==> config.mk <==
export PLATFORM = sky130hd
export DESIGN_NAME = data_mem_arbiter
export DESIGN_NICKNAME = d
export VERILOG_FILES = /design/src/rtl/data_mem_arbiter.sv
export SDC_FILE = /design/constraint.sdc
export NUM_CORES = 1
export LEC_CHECK = 0
export ABC_CLOCK_PERIOD_IN_PS = 1400
export BUFFER_PORTS_ARGS = -buffer_cell sky130_fd_sc_hd__clkbuf_2
export CAP_MARGIN = 10
export CORE_MARGIN = 4
export CORE_UTILIZATION = 39
export CTS_CLUSTER_SIZE = 30
export DETAILED_ROUTE_END_ITERATION = 8
export PLACE_DENSITY = 0.78
export SYNTH_ARGS = -nofsm -noshare
export SYNTH_HDL_FRONTEND = slang
export SYNTH_SLANG_ARGS = --single-unit
export TNS_END_PERCENT = 50
==> constraint.sdc <==
create_clock -name clk -period 1.4 [get_ports clk]
set_input_delay 0.42 -clock clk [delete_from_list [all_inputs] [get_ports clk]]
set_output_delay 0.42 -clock clk [all_outputs]
set_load 0.01 [all_outputs]
==> src/rtl/data_mem_arbiter.sv <==
// Round-robin arbiter sharing the single-port data memory between the CPU (port 0)
// and the UART loader (port 1); every output is registered.
module data_mem_arbiter #(
    parameter int ADDRESS_BITS = 11,
    parameter int DATA_BITS    = 16
) (
    input  logic                    clk,
    input  logic                    rst,
    input  logic                    i_req0,
    input  logic                    i_req1,
    input  logic                    i_we0,
    input  logic                    i_we1,
    input  logic [ADDRESS_BITS-1:0] i_addr0,
    input  logic [ADDRESS_BITS-1:0] i_addr1,
    input  logic [DATA_BITS-1:0]    i_wdata0,
    input  logic [DATA_BITS-1:0]    i_wdata1,
    output logic                    o_gnt0,
    output logic                    o_gnt1,
    output logic                    o_rvalid0,
    output logic                    o_rvalid1,
    output logic [DATA_BITS-1:0]    o_rdata,
    output logic                    o_busy,
    output logic                    o_mem_read,
    output logic                    o_mem_write,
    output logic [ADDRESS_BITS-1:0] o_mem_address,
    output logic [DATA_BITS-1:0]    o_mem_data,
    input  logic [DATA_BITS-1:0]    i_mem_data
);

    // state | meaning
    // IDLE  | sample requests, pick a winner
    // ISSUE | strobe memory, grant the winner
    // WAIT  | memory read latency, capture i_mem_data at the closing edge
    // RESP  | rvalid to the winner
    typedef enum logic [1:0] {IDLE, ISSUE, WAIT, RESP} state_t;

    state_t                  state, state_next;
    logic                    last_gnt;
    logic                    lat_id;
    logic                    lat_we;
    logic                    take;
    logic                    win;
    logic                    win_we;
    logic [ADDRESS_BITS-1:0] win_addr;
    logic [DATA_BITS-1:0]    win_wdata;

    always_comb begin
        state_next = state;
        take       = 1'b0;
        win        = (i_req0 && i_req1) ? ~last_gnt : i_req1;
        win_we     = win ? i_we1 : i_we0;
        win_addr   = win ? i_addr1 : i_addr0;
        win_wdata  = win ? i_wdata1 : i_wdata0;
        case (state)
            IDLE: begin
                if (i_req0 || i_req1) begin
                    take       = 1'b1;
                    state_next = ISSUE;
                end
            end
            ISSUE:   state_next = lat_we ? IDLE : WAIT;
            WAIT:    state_next = RESP;
            RESP:    state_next = IDLE;
            default: state_next = IDLE;
        endcase
    end

    // Output flops are loaded from the next-state decode so strobes line up with ISSUE/RESP.
    always_ff @(posedge clk) begin
        if (rst) begin
            state         <= IDLE;
            last_gnt      <= 1'b1;
            lat_id        <= 1'b0;
            lat_we        <= 1'b0;
            o_gnt0        <= 1'b0;
            o_gnt1        <= 1'b0;
            o_rvalid0     <= 1'b0;
            o_rvalid1     <= 1'b0;
            o_rdata       <= '0;
            o_busy        <= 1'b0;
            o_mem_read    <= 1'b0;
            o_mem_write   <= 1'b0;
            o_mem_address <= '0;
            o_mem_data    <= '0;
        end else begin
            state       <= state_next;
            o_busy      <= (state_next != IDLE);
            o_gnt0      <= 1'b0;
            o_gnt1      <= 1'b0;
            o_rvalid0   <= 1'b0;
            o_rvalid1   <= 1'b0;
            o_mem_read  <= 1'b0;
            o_mem_write <= 1'b0;
            if (take) begin
                lat_id        <= win;
                lat_we        <= win_we;
                last_gnt      <= win;
                o_gnt0        <= ~win;
                o_gnt1        <= win;
                o_mem_write   <= win_we;
                o_mem_read    <= ~win_we;
                o_mem_address <= win_addr;
                o_mem_data    <= win_wdata;
            end
            if (state == WAIT) begin
                o_rdata   <= i_mem_data;
                o_rvalid0 <= ~lat_id;
                o_rvalid1 <= lat_id;
            end
        end
    end

endmodule

==> results of run 1 <==
-- synthesized netlist by cell type --
cell type,n,share of area
a211oi_2,1,0.0056
a21oi_1,47,0.11
and2_4,1,0.0039
mux2i_1,1,0.0045
buf_6,2,0.010
nor3_1,4,0.0090
buf_1,1,0.0017
nand2_1,88,0.15
nand2b_1,1,0.0028
or2_0,1,0.0028
a31oi_1,2,0.0056
nor2b_1,1,0.0028
nand3_1,1,0.0022
o21ai_0,1,0.0022
buf_2,6,0.013
a311oi_2,8,0.054
dfxtp_1,55,0.49
inv_1,1,0.0017
a311oi_1,19,0.074
nor2_1,1,0.0017
nor3b_1,2,0.0067
a21boi_2,1,0.0050
a21bo_2,2,0.0090
buf_4,3,0.010
clkbuf_1,13,0.022
or3b_2,1,0.0039
-- state kept, by name, summed over array words and instances (netlist names) --
| name | cells |
|---|---|
| o_rdata | 16 |
| state | 2 |
| o_rvalid1 | 1 |
| o_mem_read | 1 |
| o_gnt1 | 1 |
| o_mem_write | 1 |
| last_gnt | 1 |
| o_busy | 1 |
| lat_we | 1 |
| o_mem_address | 11 |
| lat_id | 1 |
| o_mem_data | 16 |
| o_gnt0 | 1 |
| o_rvalid0 | 1 |
-- layer usage --
layer  part of all wire  vias to the layer above  track usage
li1                   -                     1155            -
met2               0.48                       81        0.277
met5                  0                        -            0
met1               0.44                      975        0.205
met3              0.075                        2       0.0503
met4             0.0041                        0       0.0307
-- timing repair --
action	in CTS	in global routing
hold endpoints to repair	0	0
endpoints found under the setup margin	0	1
gates resized for setup	0	2
-- path summary, 6_finish.rpt --
check	slack, ns	endpoint	startpoint	cells after the start
max	0.12	o_mem_read	last_gnt	3
min	0.33	o_rdata[15]	i_mem_data[15]	3
max reg2reg	0.12	o_mem_read	last_gnt	3
min reg2reg	0.44	o_rvalid0	lat_id	1
-- metrics by stage --
stage          instances  total power (uW)
2_1_floorplan        264              2560
6_report             454              4010
3_3_place_gp         446              2960
5_1_grt              454              4270
3_5_place_dp         446              2990
4_1_cts              454              4040
-- power groups by stage --
stage / Clock [uW] / Sequential (uW) / Combinational (uW)
after CTS: 1090 / 1870 / 1080
after floorplan: 0 / 1980 / 588
after global routing: 1170 / 1900 / 1190
after detailed placement: 0 / 1900 / 1080
final: 1060 / 1870 / 1070
after global placement: 0 / 1900 / 1060
-- cell type report --
type / instances / area [um2] / area share
clock inverter: 2 / 35.0 / 0.0114
tap: 72 / 90.1 / 0.0293
clock buffer: 6 / 82.6 / 0.0268
timing repair buffer: 135 / 754 / 0.245
multi-input combinational: 183 / 1010 / 0.328
sequential: 55 / 1100 / 0.358
inverter: 1 / 3.75 / 0.00122
-- cells by family after synthesis --
| kind of cell | Yosys count | synth area share |
|---|---|---|
| and+or+nand+nor | 101 | 0.184 |
| AOI/OAI and AO/OA | 81 | 0.261 |
| DFF | 55 | 0.492 |
| buffers and inverters | 26 | 0.0588 |
| muxes | 1 | 0.00448 |
-- critical path, stage by stage (launching register included) --
cell	delay, ns
dfxtp_1	0.41
a21bo_2	0.23
mux2i_2	0.31
nor3b_1	0.25
==> flow_summary.toml, run 1 <==
[synthesis]
synth.distinct_cells = 26
yosysWarningCount = 0
syn_nets = 340
syn-cell-area_mm2 = 0.00224
avgSynthCellArea_um2 = 8.47
synth_cells = 264
synth-seq-cells = 55
ys_seq_area_frac = 0.492

[floorplan]
fp.dieW_um = 83.7
io_pins = 126
die_y_um = 83.7
core-area_mm2 = 0.00554
design.die.area_mm2 = 0.00701
initial_core_util = 0.404
row_count = 27

[global_route]
grt_pass1_wl_um = 9720
grt_max_degree = 56
grt_pass1_vias = 2067
grt.overflow.total = 0
grt_usage = 0.163
grt_antenna_before_repair = 0

[sta]
setup_viol = 0
hold_viol = 0
worst_slack_ns = 0.120
clock_skew_ns = 0.00521
grt_setup_unrepaired = "no"
relSlewSlack = 0.765
maxSlewViolCount = 0
fmax_ghz = 0.781
tns_ns = 0
post-route-min-period_ns = 1.28
fin_hold_ws_ns = 0.332
min_period_over_period = 0.915
worstMarginPinSlew_ns = 0.353

[drt]
wl_um = 5790
antenna_left = 0
drtIter0Drc = 126
dr_total_vias = 2213
first_pass_iters = 4
drc_errors = 0
avgRoutedWirePerCell_um = 12.7
vias_per_cell = 4.87

[cells_and_area]
final_common_cell = "clkbuf_2"
postLayoutCoreUtil = 0.555
final_area_mm2 = 0.00308
num_antenna_cells = 0
syn_to_final_growth_pct = 37.6
drive_gt1_frac = 0.416
fillers = 537
final_cell_mix = "125 x clkbuf_2, 88 x nand2_1, 55 x dfxtp_1, 47 x a21oi_1, 19 x a311oi_1"
nets = 457

[flow_run]
maxCapViolations = 0

[pwr]
p_leak_uw = 0.00142
seqPwrFrac = 0.467
p_clk_frac = 0.266
p_comb_frac = 0.268
p_sw_uw = 1190
p_int_uw = 2820
powerDensity_mw_per_mm2 = 1300
vdd_drop_max_mv = 0.560
swShare = 0.297

[worst_setup_path]
required_ns = 1.62
worstPathArrival_ns = 1.50
crit_fanout = 4
cp-end-kind = "flip-flop"
critPathKind = "flip-flop to flip-flop"
cp-start-kind = "flip-flop"

[clock_tree]
insertion_delay_ns = 0.30
clk_pin_slew_worst_paths_ns = 0.09
cts_root_buf = "clkbuf_8"
cts_buffers = 5
cts_tree = "built"
cts_sinks = 55
htree_levels = 2
post_cts_buffers = 0
cts_hold_buf = 0
clockBufferDepth = 2

[placement]
placed_area_mm2 = 0.00295
io_buffers = 125
gp_congestion = 0.787
place_ws_ns = -0.131
hpwl_um = 4340

[min_path]
hold_path.class = "input pin to flip-flop"

[run_status]
status = "finished, final reports clean"
No activity file was read; power rests on OpenSTA's default activity.
==> run 2: changes to the inputs <==
- CORE_UTILIZATION: 39 -> 32
- PLACE_DENSITY: 0.78 -> 0.66
==> flow_summary.toml, run 2 (same netlist as run 1, synthesis figures left out) <==
[run_status]
status = "finished, final reports clean"

[pwr]
powerDensity_mw_per_mm2 = 1250
vdd_drop_max_mv = 0.436
p_leak_uw = 0.00145

[clock_tree]
clk_pin_slew_worst_paths_ns = 0.09
insertion_delay_ns = 0.31
cts_resized = 0
post_cts_buffers = 0
cts_root_buf = "clkbuf_8"
cts_tree = "built"
cts_sinks = 55
clockBufferDepth = 2
cts_buffers = 5
htree_levels = 2
cts_hold_buf = 0

[worst_setup_path]
required_ns = 1.61
max_stage_delay_ns = 0.36
path_buf_inv = 1
cp-start-kind = "flip-flop"
reg2reg_depth = 4
path_cells = "nor2_2 -> buf_4 -> a21oi_1 -> a311oi_1"
cp-end-kind = "flip-flop"
path_depth = 4
worstPathArrival_ns = 1.46
critPathTopFamily = "flip-flops"
crit_fanout = 21
critPathSlowestCell = "dfxtp_1"
critPathKind = "flip-flop to flip-flop"

[global_route]
grt.overflow.total = 0
grt_usage = 0.149
grt_max_degree = 30
grt_antenna_before_repair = 0
grt_pass1_wl_um = 10300
grt_pass1_vias = 2200

[sta]
tns_ns = 0
relSlewSlack = 0.750
fmax_ghz = 0.799
setup_viol = 0
worstMarginPinSlew_ns = 0.375
min_period_over_period = 0.894
post-route-min-period_ns = 1.25
clock_skew_ns = 0.0118
hold_viol = 0
maxSlewViolCount = 0
grt_setup_unrepaired = "no"

[floorplan]
initial_core_util = 0.329
core-area_mm2 = 0.00679
design.die.area_mm2 = 0.00839
fp.dieW_um = 91.6
io_pins = 126
row_count = 30
die_y_um = 91.6

[drt]
drc_errors = 0
vias_per_cell = 4.68
avgRoutedWirePerCell_um = 13.0
dr_total_vias = 2277
antenna_left = 0
first_pass_iters = 4
drtIter0Drc = 87
wl_um = 6350

[flow_run]
maxCapViolations = 0

[cells_and_area]
num_antenna_cells = 0
final_area_mm2 = 0.00313
final_cell_mix = "125 x clkbuf_2, 88 x nand2_1, 55 x dfxtp_1, 47 x a21oi_1, 19 x a311oi_1"
final_common_cell = "clkbuf_2"
top_regs = "o_mem_data: 16 flops, o_rdata: 16 flops, o_mem_address: 11 flops"
final_cell_count_no_fill = 487
postLayoutCoreUtil = 0.460
drive_gt1_frac = 0.427
syn_to_final_growth_pct = 39.9
nets = 466

[placement]
dpl.cell_count = 479
hpwl_um = 4890
io_buffers = 125
placed_area_mm2 = 0.00302
gp_congestion = 0.770

[min_path]
hold_depth = 3
hold_path.class = "input pin to flip-flop"
==> run 2: cell types whose count changed in the layout (fill, tap and decap cells not counted) <==
| cell | before | now |
|---|---|---|
| buf_6 | 1 | 0 |
| mux2i_1 | 0 | 1 |
| clkinv_2 | 1 | 0 |
| buf_12 | 4 | 2 |
| clkinvlp_4 | 0 | 1 |
| clkbuf_8 | 6 | 7 |
| buf_4 | 5 | 17 |
| bufinv_16 | 1 | 0 |
| mux2i_2 | 1 | 0 |
==> run 2: final cells by class <==
class / instances / area, um2
fill: 683 / 3670
sequential: 55 / 1100
multi-input combinational: 183 / 1010
timing repair buffer: 144 / 793
tap: 96 / 120
clock buffer: 7 / 96.3
clock inverter: 1 / 7.51
inverter: 1 / 3.75
==> run 2: metrics by stage <==
step / worst slack, ns / hold slack, ns / power [uW]
finish: 0.149 / 0.330 / 3920
global route: 0.0179 / 0.320 / 4150
CTS: 0.140 / 0.318 / 3960
detailed placement: -0.0902 / 0.435 / 3010
global placement: -0.0308 / 0.435 / 2990
floorplan: -0.00691 / 0.406 / 2560
==> run 2: metal layers <==
metal	GRT usage	vias up	part of all wire
met5	0	-	0
met1	0.189	1015	0.45
met4	0.0503	0	0.016
met3	0.0348	8	0.059
met2	0.248	80	0.47
li1	-	1174	-
==> run 2: path summary, 6_finish.rpt <==
check / slack (ns) / end / start
worst max-delay path: 0.15 / o_mem_address[6] / state[0]
worst min-delay path: 0.33 / o_rdata[10] / i_mem_data[10]
worst max register to register: 0.15 / o_mem_address[6] / state[0]
worst min register to register: 0.45 / o_rvalid0 / lat_id
==> run 2: power breakdown <==
group	internal [uW]	switching (uW)	total, uW
Clock	451	507	958
Sequential	1760	112	1880
Combinational	481	605	1090
==> run 2: tightest hold or removal path: cells and delay by family <==
kind | cells | cell delay (ns)
buffers and inverters | 1 | 0.08
and+or+nand+nor | 1 | 0.04
AOI/OAI and AO/OA | 1 | 0.05
